## config.mk

```make
export PLATFORM = sky130hd
export DESIGN_NAME = safety_heartbeat_monitor
export DESIGN_NICKNAME = d
export VERILOG_FILES = /design/src/rtl/safety_heartbeat_monitor.sv
export SDC_FILE = /design/constraint.sdc
export NUM_CORES = 1
export LEC_CHECK = 0
export CORE_UTILIZATION = 40
export CTS_BUF_LIST = sky130_fd_sc_hd__clkbuf_4 sky130_fd_sc_hd__clkbuf_8 sky130_fd_sc_hd__clkbuf_16
export DETAILED_ROUTE_END_ITERATION = 12
export GPL_ROUTABILITY_DRIVEN = 0
export HOLD_SLACK_MARGIN = 0.08
export PLACE_DENSITY = 0.58
export SLEW_MARGIN = 20
export SYNTH_ARGS = -nofsm -noshare
export SYNTH_HDL_FRONTEND = slang
export SYNTH_SLANG_ARGS = --single-unit
export TNS_END_PERCENT = 50
```

## constraint.sdc

```tcl
create_clock -name clk_i -period 2.6 [get_ports clk_i]
set_input_delay 0.39 -clock clk_i [delete_from_list [all_inputs] [get_ports clk_i]]
set_output_delay 0.39 -clock clk_i [all_outputs]
set_load 0.05 [all_outputs]
```

## src/rtl/safety_heartbeat_monitor.sv

```systemverilog
// Heartbeat receiver: checks high/low phase windows, acknowledges valid periods and escalates repeated violations.
// Define SAFETY_HBMON_SYNC3_EN for a 3-flop input synchronizer (default 2-flop).
module safety_heartbeat_monitor #(
  parameter int unsigned CNT_W      = 16,
  parameter int unsigned HIGH_MIN   = 90,
  parameter int unsigned HIGH_MAX   = 110,
  parameter int unsigned LOW_MIN    = 90,
  parameter int unsigned LOW_MAX    = 115,
  parameter int unsigned STARTUP_TO = 1024,
  parameter int unsigned FAIL_LIMIT = 3,
  parameter int unsigned FB_LEN     = 4
) (
  input  logic       clk_i,
  input  logic       rst_i,
  input  logic       en_i,
  input  logic       clear_i,
  input  logic       hb_i,
  output logic       feedback_o,
  output logic       err_o,
  output logic [2:0] fault_code_o,
  output logic [3:0] err_cnt_o,
  output logic       fault_o
);

`ifdef SAFETY_HBMON_SYNC3_EN
  localparam int unsigned SYNC_N = 3;
`else
  localparam int unsigned SYNC_N = 2;
`endif

  localparam logic [CNT_W-1:0] ONE_C        = CNT_W'(1);
  localparam logic [CNT_W-1:0] HIGH_MIN_C   = CNT_W'(HIGH_MIN);
  localparam logic [CNT_W-1:0] HIGH_MAX_C   = CNT_W'(HIGH_MAX);
  localparam logic [CNT_W-1:0] LOW_MIN_C    = CNT_W'(LOW_MIN);
  localparam logic [CNT_W-1:0] LOW_MAX_C    = CNT_W'(LOW_MAX);
  localparam logic [CNT_W-1:0] STARTUP_TO_C = CNT_W'(STARTUP_TO);
  localparam logic [CNT_W-1:0] FB_LEN_C     = CNT_W'(FB_LEN);
  localparam logic [3:0]       FAIL_C       = 4'(FAIL_LIMIT);

  typedef enum logic [1:0] {
    ST_IDLE,
    ST_WAIT_RISE,
    ST_HIGH,
    ST_LOW
  } state_e;

  typedef enum logic [2:0] {
    C_NONE       = 3'd0,
    C_SHORT_HIGH = 3'd1,
    C_LONG_HIGH  = 3'd2,
    C_SHORT_LOW  = 3'd3,
    C_LONG_LOW   = 3'd4,
    C_STARTUP    = 3'd5
  } code_e;

  state_e            state_q, state_d;
  logic [SYNC_N-1:0] sync_q;
  logic              s_prev_q;
  logic [CNT_W-1:0]  cnt_q, cnt_d, cnt_inc;
  logic [CNT_W-1:0]  fb_cnt_q, fb_cnt_d;
  logic              feedback_q;
  logic              err_q, err_d;
  code_e             code_q, code_d, det_code;
  logic [3:0]        err_cnt_q, err_cnt_d;
  logic              fault_q, fault_d;
  logic              s, rise, fall, valid;

  assign s       = sync_q[SYNC_N-1];
  assign rise    = s & ~s_prev_q;
  assign fall    = ~s & s_prev_q;
  assign cnt_inc = (cnt_q == '1) ? cnt_q : cnt_q + ONE_C;

  always_comb begin
    state_d   = state_q;
    cnt_d     = cnt_q;
    code_d    = code_q;
    err_cnt_d = err_cnt_q;
    fault_d   = fault_q;
    err_d     = 1'b0;
    det_code  = C_NONE;
    valid     = 1'b0;
    fb_cnt_d  = (fb_cnt_q != '0) ? fb_cnt_q - ONE_C : '0;

    unique case (state_q)
      ST_IDLE: begin
        cnt_d = '0;
        if (en_i) state_d = ST_WAIT_RISE;
      end
      ST_WAIT_RISE: begin
        if (rise) begin
          state_d = ST_HIGH;
          cnt_d   = ONE_C;
        end else if (cnt_q == STARTUP_TO_C) begin
          det_code = C_STARTUP;
        end else begin
          cnt_d = cnt_inc;
        end
      end
      ST_HIGH: begin
        if (fall) begin
          if (cnt_q < HIGH_MIN_C) begin
            det_code = C_SHORT_HIGH;
          end else begin
            state_d = ST_LOW;
            cnt_d   = ONE_C;
          end
        end else if (s && cnt_q == HIGH_MAX_C) begin
          det_code = C_LONG_HIGH;
        end else if (s) begin
          cnt_d = cnt_inc;
        end
      end
      ST_LOW: begin
        if (rise) begin
          if (cnt_q < LOW_MIN_C) begin
            det_code = C_SHORT_LOW;
          end else begin
            valid   = 1'b1;
            state_d = ST_HIGH;
            cnt_d   = ONE_C;
          end
        end else if (!s && cnt_q == LOW_MAX_C) begin
          det_code = C_LONG_LOW;
        end else if (!s) begin
          cnt_d = cnt_inc;
        end
      end
    endcase

    // Priority: disable, then clear, then error, then valid period; clear always wipes status.
    if (!en_i) begin
      state_d  = ST_IDLE;
      cnt_d    = '0;
      fb_cnt_d = '0;
    end else if (clear_i) begin
      state_d = ST_WAIT_RISE;
      cnt_d   = '0;
    end else if (det_code != C_NONE) begin
      err_d     = 1'b1;
      code_d    = det_code;
      err_cnt_d = (err_cnt_q >= FAIL_C) ? FAIL_C : err_cnt_q + 4'd1;
      if (err_cnt_d == FAIL_C) fault_d = 1'b1;
      state_d = ST_WAIT_RISE;
      cnt_d   = '0;
    end else if (valid) begin
      err_cnt_d = '0;
      fb_cnt_d  = FB_LEN_C;
    end

    if (clear_i) begin
      fault_d   = 1'b0;
      code_d    = C_NONE;
      err_cnt_d = '0;
    end
  end

  always_ff @(posedge clk_i) begin
    if (rst_i) begin
      state_q    <= ST_IDLE;
      sync_q     <= '0;
      s_prev_q   <= 1'b0;
      cnt_q      <= '0;
      fb_cnt_q   <= '0;
      feedback_q <= 1'b0;
      err_q      <= 1'b0;
      code_q     <= C_NONE;
      err_cnt_q  <= '0;
      fault_q    <= 1'b0;
    end else begin
      state_q    <= state_d;
      sync_q     <= {sync_q[SYNC_N-2:0], hb_i};
      s_prev_q   <= s;
      cnt_q      <= cnt_d;
      fb_cnt_q   <= fb_cnt_d;
      feedback_q <= (fb_cnt_d != '0);
      err_q      <= err_d;
      code_q     <= code_d;
      err_cnt_q  <= err_cnt_d;
      fault_q    <= fault_d;
    end
  end

  assign feedback_o   = feedback_q;
  assign err_o        = err_q;
  assign fault_code_o = code_q;
  assign err_cnt_o    = err_cnt_q;
  assign fault_o      = fault_q;

endmodule

```

==> metrics.txt, run 1 <==
final antenna-violating net count=0; Die Y=approximately 86 um; largest net degree at the start of global routing=16; Area contributors post-synth=dfxtp_1, nor2_1, nand2_1; I/O Buffers=14; clk root buf=clkbuf_8; startpoint types=flip-flop; min cycle time layout=2.526 ns; post-synthesis register bit count=47; CTS max path bufs=2; global route total overflow=0; Fmax achieved=~0.4 GHz; syn_area_per_cell=8.005 sq um; crit path DAT=2.69 ns; initial antenna violation count=0; Hold Startpoint=sync_q[0]$_SDFF_PP0_; sequential cell area fraction in the yosys report=33.39%; floorplan row count=30; WP data required=between 2 and 3 ns; Final Instance Area=3397 sq um; final core utilization=between 50% and 60%; CP Class=flip-flop to flip-flop; Final Power=3019 uW; final hold vios=0; aggregate routed wire length=7846 um; fin nets=400; Slew Limit Fails=0; asr flop ratio synth=0%; vias in the first global route=2681; synthesized area=between 2000 and 3000 sq um; DP Worst Slack=0.07206 ns; worst hold path class=flip-flop to flip-flop; RR Endpoint=cnt_q[6]$_SDFFE_PP0P_; DR vias/cell=~5.7; CTS tree=built; DRT met1 WL=3524 um; Synth top area share=about 33%; clk_lat worst skew=0.31 ns; placed wire-length estimate=5873 um; Clock Skews=around 0.009 ns; first-pass GRT wire length=13080 um; flop2flop setup slack=0.07 ns; number of synthesized flops with an enable pin=0; Die W=85.93 um; FILL cells=about 660; warnings from Yosys=0; H-tree levels=2; core area=6794 sq um; Vias=2784; io pins=15; count of final setup violators=0; final worst-path cycle share=97.16%; hold path cells=1; Mapped Nets=between 300 and 400; Tot GR Track Use=22.48%; Cell variety after synth=between 60 and 70; met2 WL=3859 um; met3 routed WL=300 um; # diodes=0; CP Max Fanout=13; Die Footprint=7384 sq um; layout cells sized above 1=15.13%; # DRC=0; status=finished, final reports clean; pin slew with the least headroom to its limit=slightly above 0.6 ns; Critical Path Max Stage Delay=0.70 ns; Primary FF master, synth=dfxtp_1; critical-path cell list=ha_1 > nand2_1 > or4b_2 > a2111o_1 > and3_4 > a41oi_1 > a211oi_1; static leakage=0.001278 uW; uppermost layer routed=met4; clock-pin slew on the worst setup and hold paths=0.09 ns; setup ws final=0.07382 ns; Initial Utilization=41.47%; critical path's slowest cell=or4b_2; cell taking the most area after synthesis=dfxtp_1; drt wl/cell=16.14 um; worst r2r src=cnt_q[0]$_SDFFE_PP0P_; pwr dens=888.7 nW/um^2; total CTS buffers=5; Max VDD drop=0.3529 mV; Rel. slew slack=58.74%; clock sinks=47; Synth-to-Final Area Change=20.56%; WHS Endpoint=sync_q[1]$_SDFF_PP0_; DR iter-0 viols=130; Post-Synthesis Cells=352; Worst setup EP type=flip-flop; Max-Cap Viols=0; 1st-pass router iterations=4; Worst Reg-to-Reg Cells=7; placed inst area=3253 sq um
==> cells by family (layout without fill, tap and decap cells) <==
group | Yosys count | count (layout) | synth area share, %
xor gates and xnor gates | 14 | 14 | 4.352
buffers and inverters | 29 | 67 | 4.618
adders and majority gates | 6 | 6 | 2.664
AOI/OAI and AO/OA | 87 | 87 | 22.25
muxes | 1 | 1 | 0.3553
DFF | 47 | 47 | 33.39
and+or+nand+nor | 168 | 168 | 32.37
==> metal layers <==
metal / track usage, % / up-vias
met5: 0 / -
met4: 8.939 / 0
met3: 3.657 / 14
met2: 39.75 / 68
met1: 27.04 / 1311
li1: - / 1391
==> cell usage after synthesis (all sizes together), types with 2 or more instances <==
cell and number:
or2 2, and3 9, buf 7, or4b 2, xor2 8, ha 6
nor4 7, a31oi 7, nor3 13, a2111oi 2, a311o 3, or4 7
nand4b 2, inv 10, dfxtp 47, nor3b 3, a211oi 8, a31o 3
a41oi 5, nand4 9, o32ai 2, xnor2 6, or3 8, o41ai 3
o311a 2, nand2b 3, nor2 38, o31ai 4, nand3b 3, o21ai 18
a311oi 2, nand3 16, a21oi 12, nor2b 9, a21boi 4, nand2 33
o211ai 2, clkbuf 12
==> layout make-up <==
type | count | area [sq um] | area share [%]
clock buffer | 6 | 82.58 | 2.431
clock inverter | 2 | 38.79 | 1.142
inverter | 10 | 37.54 | 1.105
multi-input combinational | 276 | 1760 | 51.82
sequential | 47 | 942.2 | 27.73
tap | 96 | 120.1 | 3.536
timing repair buffer | 49 | 415.4 | 12.23
==> state kept, by name, summed over array words and instances (netlist names) <==
| signal | count |
|---|---|
| cnt_q | 16 |
| fb_cnt_q | 16 |
| err_cnt_o | 4 |
| fault_code_o | 3 |
| state_q | 2 |
| sync_q | 2 |
| err_o | 1 |
| fault_o | 1 |
| feedback_o | 1 |
| s_prev_q | 1 |
==> through the flow <==
| stage | hold slack (ns) | setup TNS (ns) | cells |
|---|---|---|---|
| after floorplan | 0.4138 | 0 | 352 |
| after global routing | 0.4697 | -0.03652 | 486 |
| final | 0.4422 | 0 | 486 |
| after detailed placement | 0.4301 | 0 | 477 |
| after global placement | 0.4297 | 0 | 477 |
| after CTS | 0.4505 | 0 | 485 |
==> placed cells by master (no fill, tap or decap), types with 3 or more instances in the layout <==
master / count
a211oi_1: 8
nand2b_1: 3
a31oi_1: 7
or4_4: 3
or3_1: 8
a41oi_1: 5
clkdlybuf4s50_1: 14
o31ai_1: 4
nand3b_1: 3
a311o_1: 3
nand2_1: 33
nor3b_1: 3
xor2_1: 8
ha_1: 6
or4_1: 4
and3_1: 8
a21oi_1: 11
nor4_1: 6
nor2_1: 38
buf_4: 34
nand4_1: 9
nor3_1: 13
o21ai_0: 16
o41ai_1: 3
clkbuf_8: 6
a21boi_0: 3
nor2b_1: 9
dfxtp_1: 46
xnor2_1: 6
inv_1: 10
nand3_1: 15
==> critical path, delay by kind of cell, from the launching register on <==
kind	cells	cell delay [ns]
compound gates	3	0.83
fa+ha+maj	1	0.18
flops	1	0.36
simple gates	3	1.03
==> power breakdown <==
group	switching, uW	internal (uW)
Combinational	810	616
Sequential	153	859
Clock	263	317
==> worst max path at each step <==
stage	from	end	slack (ns)	cells after the start
2_1_floorplan	cnt_q[1]$_SDFFE_PP0P_	cnt_q[14]$_SDFFE_PP0P_	0.06	8
3_3_place_gp	cnt_q[14]$_SDFFE_PP0P_	fault_code_o[0]$_SDFFE_PP0P_	0.13	5
3_5_place_dp	cnt_q[14]$_SDFFE_PP0P_	fault_code_o[0]$_SDFFE_PP0P_	0.07	5
4_1_cts	cnt_q[14]$_SDFFE_PP0P_	fault_code_o[0]$_SDFFE_PP0P_	0.06	5
5_1_grt	cnt_q[0]$_SDFFE_PP0P_	cnt_q[15]$_SDFFE_PP0P_	-0.02	9
6_report	cnt_q[0]$_SDFFE_PP0P_	cnt_q[6]$_SDFFE_PP0P_	0.07	7
==> timing repair <==
item | in CTS | in global routing
setup endpoints to repair | 0 | 9
hold buffers | 0 | 0
hold endpoints to repair | 0 | 0
resized for setup | 0 | 3
setup buffers | 0 | 1
(Power assumes the default switching activity.)
==> run 2, diff against run 1 <==
CORE_ASPECT_RATIO = 0.9   (was not set)
HOLD_SLACK_MARGIN = 0.1   (was 0.08)
SETUP_SLACK_MARGIN = 0.3   (was not set)
==> metrics.txt, run 2 (synthesis gave the netlist of run 1 again) <==
Rel. slew slack=52.46%; layout cells sized above 1=25.50%; pwr dens=816.5 nW/um^2; Clock Skews=0.007001 ns; final hold vios=0; CTS tree=built; placed inst area=approximately 3200 sq um; clk root buf=clkbuf_8; most frequent cells in the layout=buf_4, dfxtp_1, nor2_1; status=finished, final reports clean; setup ws final=0.2270 ns; clock-pin slew on the worst setup and hold paths=0.09 ns; CP Class=flip-flop to flip-flop; aggregate routed wire length=around 8800 um; final antenna-violating net count=0; vias in the first global route=2721; Fmax achieved=0.4214 GHz; CP Max Fanout=7; core area=6691 sq um; # DRC=0; fin nets=about 420; flop2flop setup slack=0.23 ns; DR iter-0 viols=291; Max VDD drop=1.039 mV; Synth-to-Final Area Change=31.75%; Final Instance Area=approximately 3700 sq um; pin slew with the least headroom to its limit=0.7077 ns; most common cell after layout, fill and taps aside=buf_4; RSZ-0062 raised after global routing=yes; drt wl/cell=17.76 um; Initial Utilization=42.11%; final core utilization=55.48%; global route total overflow=0; Die Y=81.63 um; cts-stage hold buffer count=0; Worst setup EP type=flip-flop; Slew Limit Fails=0; first-pass GRT wire length=14090 um; startpoint types=flip-flop; crit path DAT=2.53 ns; largest net degree at the start of global routing=15; static leakage=approximately 0.0014 uW; final worst-path cycle share=between 90% and 100%; WP data required=2.75 ns; total CTS buffers=5; worst r2r src=cnt_q[1]$_SDFFE_PP0P_; io pins=15; Die W=90.47 um; Tot GR Track Use=24.08%; # diodes=0; floorplan row count=28; crit path to=cnt_q[9]$_SDFFE_PP0P_; count of final setup violators=0; RR Endpoint=cnt_q[9]$_SDFFE_PP0P_; I/O Buffers=14; Die Footprint=7385 sq um; Max-Cap Viols=0; CP Launch Point=cnt_q[1]$_SDFFE_PP0P_; placed wire-length estimate=between 6000 and 7000 um; DP Worst Slack=roughly 0.12 ns; DR vias/cell=6.053; setup TNS=0 ns; 1st-pass router iterations=5; clock sinks=47; CTS max path bufs=2; Worst Reg-to-Reg Cells=7; clk_lat worst skew=0.30 ns; Vias=between 2000 and 3000; worst hold path class=flip-flop to flip-flop; H-tree levels=2; initial antenna violation count=0; min cycle time layout=2.373 ns
==> run 2: worst min-delay path by stage <==
stage,cells after the start,from,slack (ns),endpoint
floorplan,1,sync_q[0]$_SDFF_PP0_,0.41,sync_q[1]$_SDFF_PP0_
global placement,1,sync_q[0]$_SDFF_PP0_,0.43,sync_q[1]$_SDFF_PP0_
detailed placement,1,sync_q[0]$_SDFF_PP0_,0.43,sync_q[1]$_SDFF_PP0_
CTS,1,sync_q[0]$_SDFF_PP0_,0.46,sync_q[1]$_SDFF_PP0_
global route,1,sync_q[0]$_SDFF_PP0_,0.48,sync_q[1]$_SDFF_PP0_
finish,1,sync_q[0]$_SDFF_PP0_,0.45,sync_q[1]$_SDFF_PP0_
==> run 2: layout make-up <==
class	instances	area, sq um
fill	622	2979
timing repair buffer	63	565.5
clock buffer	5	68.82
inverter	10	37.54
clock inverter	2	37.54
multi-input combinational	277	1928
tap	90	112.6
sequential	47	962.2
==> run 2: what timing repair did <==
item / in CTS / in global routing
gates resized for setup: 25 / 21
endpoints found under the setup margin: 39 / 38
cloned: 1 / 1
pin swaps: 12 / 8
endpoints found under the hold margin: 0 / 0
setup buffers: 14 / 5
==> run 2: stage by stage <==
step           std cells  hold slack [ns]  total power [uW]
2_1_floorplan        352           0.4138              2078
3_3_place_gp         466           0.4264              2442
3_5_place_dp         466           0.4305              2426
4_1_cts              488           0.4575              2980
5_1_grt              494           0.4812              3259
6_report             494           0.4482              3031
==> run 2: critical path: stages, from the launching register on <==
cell and delay, ns:
dfxtp_4 0.40, ha_4 0.15, nand2_4 0.05, or4b_4 0.53
a2111o_1 0.54, and3_4 0.26, a41oi_1 0.22, a211oi_1 0.07
==> run 2: report_power, final <==
group          internal, uW  total (uW)  leakage (uW)  switching [uW]
logic                   640        1470      0.000960             829
clock network           282         545     0.0000502             263
registers               856        1020      0.000387             162
==> run 2: metal layers <==
layer | vias up | wire length, um | part of all wire [%] | global-route usage, %
met5 | - | 0 | 0 | 0
met4 | 0 | 93 | 1.1 | 6.774
met3 | 12 | 607 | 6.9 | 5.000
met2 | 131 | 3684 | 42 | 35.08
met1 | 1422 | 4388 | 50 | 35.49
li1 | 1425 | - | - | -
==> run 3, diff against run 2 <==
CAP_MARGIN = 20   (was not set)
GPL_ROUTABILITY_DRIVEN = not set   (was 0)
PLACE_DENSITY = not set   (was 0.58)
==> metrics.txt, run 3 (synthesis gave the netlist of run 1 again) <==
status=finished, final reports clean; Rel. slew slack=45.17%; CP Class=flip-flop to flip-flop; setup TNS=0 ns; WP data required=2.83 ns; count of final setup violators=0; Max VDD drop=between 0.8 and 0.9 mV; Final Instance Area=between 3000 and 4000 sq um; DP Worst Slack=0.1033 ns; critical-path cell list=or4_4 > or3_4 > nor4b_4 > buf_4 > a21oi_1 > or3b_1 > a31oi_1; vias in the first global route=2547; final hold vios=0; Clock Skews=0.004037 ns; static leakage=0.001310 uW; critical path's slowest cell=or4_4; placed wire-length estimate=5790 um; Die Footprint=about 7400 sq um; largest net degree at the start of global routing=15; CP Max Fanout=6; DR iter-0 viols=364; final worst-path cycle share=89.45%; CP delay by family, top=simple AND/OR/NAND/NOR gates; pin slew with the least headroom to its limit=0.8118 ns; Vias=2974; io pins=15; Slew Limit Fails=0; min cycle time layout=2.326 ns; CTS max path bufs=2; placed inst area=3223 sq um; Tot GR Track Use=22.47%; clk root buf=clkbuf_8; CTS tree=built; floorplan row count=28; startpoint types=flip-flop; clock sinks=47; # DRC=0; setup ws final=0.2743 ns; final antenna-violating net count=0; clk_lat worst skew=0.30 ns; first-pass GRT wire length=13200 um; worst hold path class=flip-flop to flip-flop; most common cell after layout, fill and taps aside=dfxtp_1; most frequent cells in the layout=dfxtp_1, nor2_1, buf_4; pwr dens=approximately 830 nW/um^2; Die Y=81.63 um; FILL cells=585; Initial Utilization=between 40% and 50%; fin nets=405; global route total overflow=0; I/O Buffers=14; DR vias/cell=6.145; Synth-to-Final Area Change=27.22%; GP Congestion=0.9190; total CTS buffers=5; clock-pin slew on the worst setup and hold paths=~0.090 ns; Fmax achieved=0.4300 GHz; drt wl/cell=16.83 um; 1st-pass router iterations=5; crit path DAT=2.55 ns; H-tree levels=2; # diodes=0; layout cells sized above 1=23.35%; Critical Path Max Stage Delay=about 0.53 ns; initial antenna violation count=0; aggregate routed wire length=8148 um; CP bufs+invs=1; Die W=90.47 um; Worst setup EP type=flip-flop; core area=6691 sq um; RSZ-0062 raised after global routing=yes; Max-Cap Viols=0
run 3: path summary, 6_finish.rpt:
| check | from | to | slack, ns | cells past startpoint |
|---|---|---|---|---|
| setup / recovery | cnt_q[14]$_SDFFE_PP0P_ | cnt_q[4]$_SDFFE_PP0P_ | 0.27 | 7 |
| hold / removal | sync_q[0]$_SDFF_PP0_ | sync_q[1]$_SDFF_PP0_ | 0.45 | 1 |
| setup reg to reg | cnt_q[14]$_SDFFE_PP0P_ | cnt_q[4]$_SDFFE_PP0P_ | 0.27 | 7 |
| hold reg to reg | sync_q[0]$_SDFF_PP0_ | sync_q[1]$_SDFF_PP0_ | 0.45 | 1 |
run 3: final cells by class:
class                   instances  area (sq um)  share of cell area, %
clock inverters                 2         37.54                  1.047
clock buffers                   5         68.82                  1.920
multi-input cells             277          1918                  53.51
flip-flops and latches         47         958.4                  26.74
repair buffers                 53         449.2                  12.53
inverters                      10         40.04                  1.117
well taps                      90         112.6                  3.141
run 3: where the power goes:
| group | total, uW | internal [uW] | switching [uW] | leakage, uW |
|---|---|---|---|---|
| Combinational | 1430 | 628 | 806 | 0.000874 |
| Sequential | 1020 | 856 | 161 | 0.000386 |
| Clock | 535 | 281 | 254 | 0.0000502 |
| Total | 2990 | 1770 | 1220 | 0.00131 |
run 3: through the flow:
stage	cells	total power [uW]	hold WS (ns)	utilization [%]
after floorplan	352	2078	0.4138	-
after global placement	464	2438	0.4346	48.17
after detailed placement	464	2427	0.4385	48.17
after CTS	481	2967	0.4587	52.23
after global routing	484	3232	0.4535	53.57
final	484	2986	0.4479	53.57
run 3: repair_timing:
item / in CTS / in global routing
buffers inserted: 9 / 3
cloned: 1 / 0
hold buffers: 0 / 0
endpoints found under the hold margin: 0 / 0
gates resized for setup: 22 / 17
pin swaps: 8 / 5
setup endpoints to repair: 39 / 39
run 3: metal layers:
layer / vias up / track usage (%) / wire [um] / share of wire (%)
met3: 9 / 3.519 / 746 / 9.2
li1: 1412 / - / - / -
met1: 1376 / 34.44 / 4042 / 50
met5: - / 0 / 0 / 0
met4: 0 / 5.000 / 59 / 0.72
met2: 177 / 32.50 / 3299 / 40
==> variant: new RTL, flow settings as in run 1 <==
The 4 states of `state_e` get a one-hot encoding in 4 bits.
--- a/src/rtl/safety_heartbeat_monitor.sv
+++ b/src/rtl/safety_heartbeat_monitor.sv
@@ -37,11 +37,11 @@
   localparam logic [CNT_W-1:0] FB_LEN_C     = CNT_W'(FB_LEN);
   localparam logic [3:0]       FAIL_C       = 4'(FAIL_LIMIT);
 
-  typedef enum logic [1:0] {
-    ST_IDLE,
-    ST_WAIT_RISE,
-    ST_HIGH,
-    ST_LOW
+  typedef enum logic [3:0] {
+    ST_IDLE      = 4'b0001,
+    ST_WAIT_RISE = 4'b0010,
+    ST_HIGH      = 4'b0100,
+    ST_LOW       = 4'b1000
   } state_e;
 
   typedef enum logic [2:0] {
Behaviour: same outputs for any inputs over 10 cycles, from zero or initial values and one cycle with rst_i high; not proved beyond that.
==> variant against run 1 <==
Power grew 5.8%. Sequential share of layout area shrank 0.29 points. Sequential cell count grew 2. Cell area grew 5.2%. Synthesized area grew 9.9%. Largest cell class unchanged. Setup slack lost 0.0013 ns. Global-route usage shrank 2.2 points. Via count grew 6.4%. Routed wire length grew 2.4%.
==> variant: results (changes against run 1) <==
GRT
  – Vias in the first global route: 2748 (was 2681)
  – Met3 Use GR: 2.88% (was 3.66%)
  – Largest net degree at the start of global routing: 18 (was 16)
  – First-pass GRT wire length: 13.5 mm (was 13.1 mm)
  – Met2 Use GR: 32.9% (was 39.8%)
  – GRT Util Overall: 20.3% (was 22.5%)
  – Grt met1 use: 27.7% (was 27.0%)

Cells and area
  – Final #Nets: 418 (was 400)
  – Fillers: 713 (was 663)
  – Layout cells sized above 1: 11.3% (was 15.1%)

Detailed routing
  – Wire per inst: 15.8 um (was 16.1 um)
  – Initial DRC Count: 313 (was 130)
  – DRT Pass-1 Iters: 4 (unchanged)
  – Vias/cell: 5.84 (was 5.73)
  – Via count: 2962 (was 2784)

Logic synthesis
  – Top cell type's share of synthesized area: 31.7% (was 33.4%)
  – Netlist cell types: 63 (was 64)
  – Register area share after synthesis: 31.7% (was 33.4%)
  – Synthesized net count: 398 (was 363)
  – Syn avg cell area: 8.00 sq um (about the same)
  – Synth area leaders: dfxtp_1 (32%), nor2_1 (5.6%), o21ai_0 (4.0%) (was dfxtp_1 (33%), nor2_1 (5.1%), nand2_1 (4.4%))
  – Synth top cells by count: dfxtp_1 (49), nor2_1 (46), nand2_1 (29) (was dfxtp_1 (47), nor2_1 (38), nand2_1 (33))

CTS
  – CTS Buf Count: 5 (unchanged)
  – CTS max path bufs: 2 (unchanged)
  – Worst skew pair latency: 0.31 ns (about the same)

Worst setup path
  – Max Fanout on Critical Path: 6 (was 13)
  – Worst Path Arrival: 2.74 ns (was 2.69 ns)
  – Reg-to-Reg End: fault_code_o[1] (was cnt_q[6])
  – FF-to-FF Start: cnt_q[14] (was cnt_q[0])
  – Worst Reg-to-Reg Cells: 7 (unchanged)

STA
  – Worst Skew: 0.00530 ns (was 0.00902 ns)
  – Tightest Pin Transition: 0.805 ns (was 0.613 ns)

Power and ir drop
  – Leak Pwr: 1.22 nW (was 1.28 nW)
  – Max VDD drop: 0.754 mV (was 0.353 mV)

Run
  – Max_cap viols: 0 (unchanged)

Min path
  – Endpoint, Worst Hold: sync_q[1] (unchanged)
  – HP Start: sync_q[0] (unchanged)

Placed design
  – Post-DP HPWL: 5.81 mm (was 5.87 mm)
  – Placed Area: 3420 sq um (was 3250 sq um)
  – Placed Cells incl. Taps: 496 (was 477)

Run status
  – Status: completed (unchanged)
## variant: cell count changes in the layout (fill, tap and decap cells not counted), sizes merged, moves of 5 or more
cell	run 1	this run
buf	35	20
nor2	38	46
nand2b	3	10
o21ai	18	25
nand4b	2	7
nor3	13	18
## variant: what timing repair did
action                     in CTS  in global routing
buffers inserted                0                  3
gates resized for setup         0                  1
setup endpoints to repair       0                  2
## variant: cell families after synthesis
logic type | share of synthesized area [%]
xor+xnor | 4.53
buf+inv | 4.57
compound gates | 20.8
simple gates | 35.3
mux | 0.646
flops | 31.7
fa+ha+maj | 2.42
## variant: report_power, final
| group | internal [mW] | switching (mW) |
|---|---|---|
| Combinational | 0.680 | 0.874 |
| Clock | 0.295 | 0.290 |
| Sequential | 0.889 | 0.165 |
## variant: metal layers
| layer | part of all wire, % | routed length, um | vias to the layer above |
|---|---|---|---|
| met2 | 46 | 3680 | 82 |
| li1 | - | - | 1469 |
| met4 | 1.9 | 153 | 0 |
| met5 | 0 | 0 | - |
| met1 | 48 | 3870 | 1396 |
| met3 | 4.1 | 330 | 15 |
## variant: how the worst max path moves through the flow
stage	to	slack, ns	cells past startpoint
after CTS	fault_code_o[0]	0.13	5
final	fault_code_o[1]	0.07	7
after global routing	fault_code_o[1]	0.01	7
after global placement	fault_code_o[0]	0.20	5
after detailed placement	fault_code_o[0]	0.15	5
after floorplan	fault_code_o[1]	0.38	7
## variant: worst max-delay path, cell delays in order (launching register included)
cell,delay (ns)
dfxtp_1,0.35
or4_1,0.72
nor4b_4,0.45
a32oi_4,0.13
buf_12,0.20
and3_4,0.17
nand2b_4,0.16
a32o_1,0.25
## variant: per-stage QoR
stage	hold slack (ns)	power [mW]	worst slack (ns)
2_1_floorplan	0.414	2.31	0.379
3_3_place_gp	0.416	2.59	0.197
3_5_place_dp	0.444	2.61	0.146
4_1_cts	0.462	3.21	0.125
5_1_grt	0.481	3.48	0.0139
6_report	0.456	3.19	0.0726
## variant: area by class of cell
cell class                      count  area [sq um]  area share, %
Clock inverter                      3          50.0           1.40
Inverter                           12          45.0           1.26
Clock buffer                        5          68.8           1.93
Tap cell                           99           124           3.47
Sequential cell                    49           981           27.4
Timing Repair Buffer               34           328           9.17
Multi-Input combinational cell    305          1980           55.3
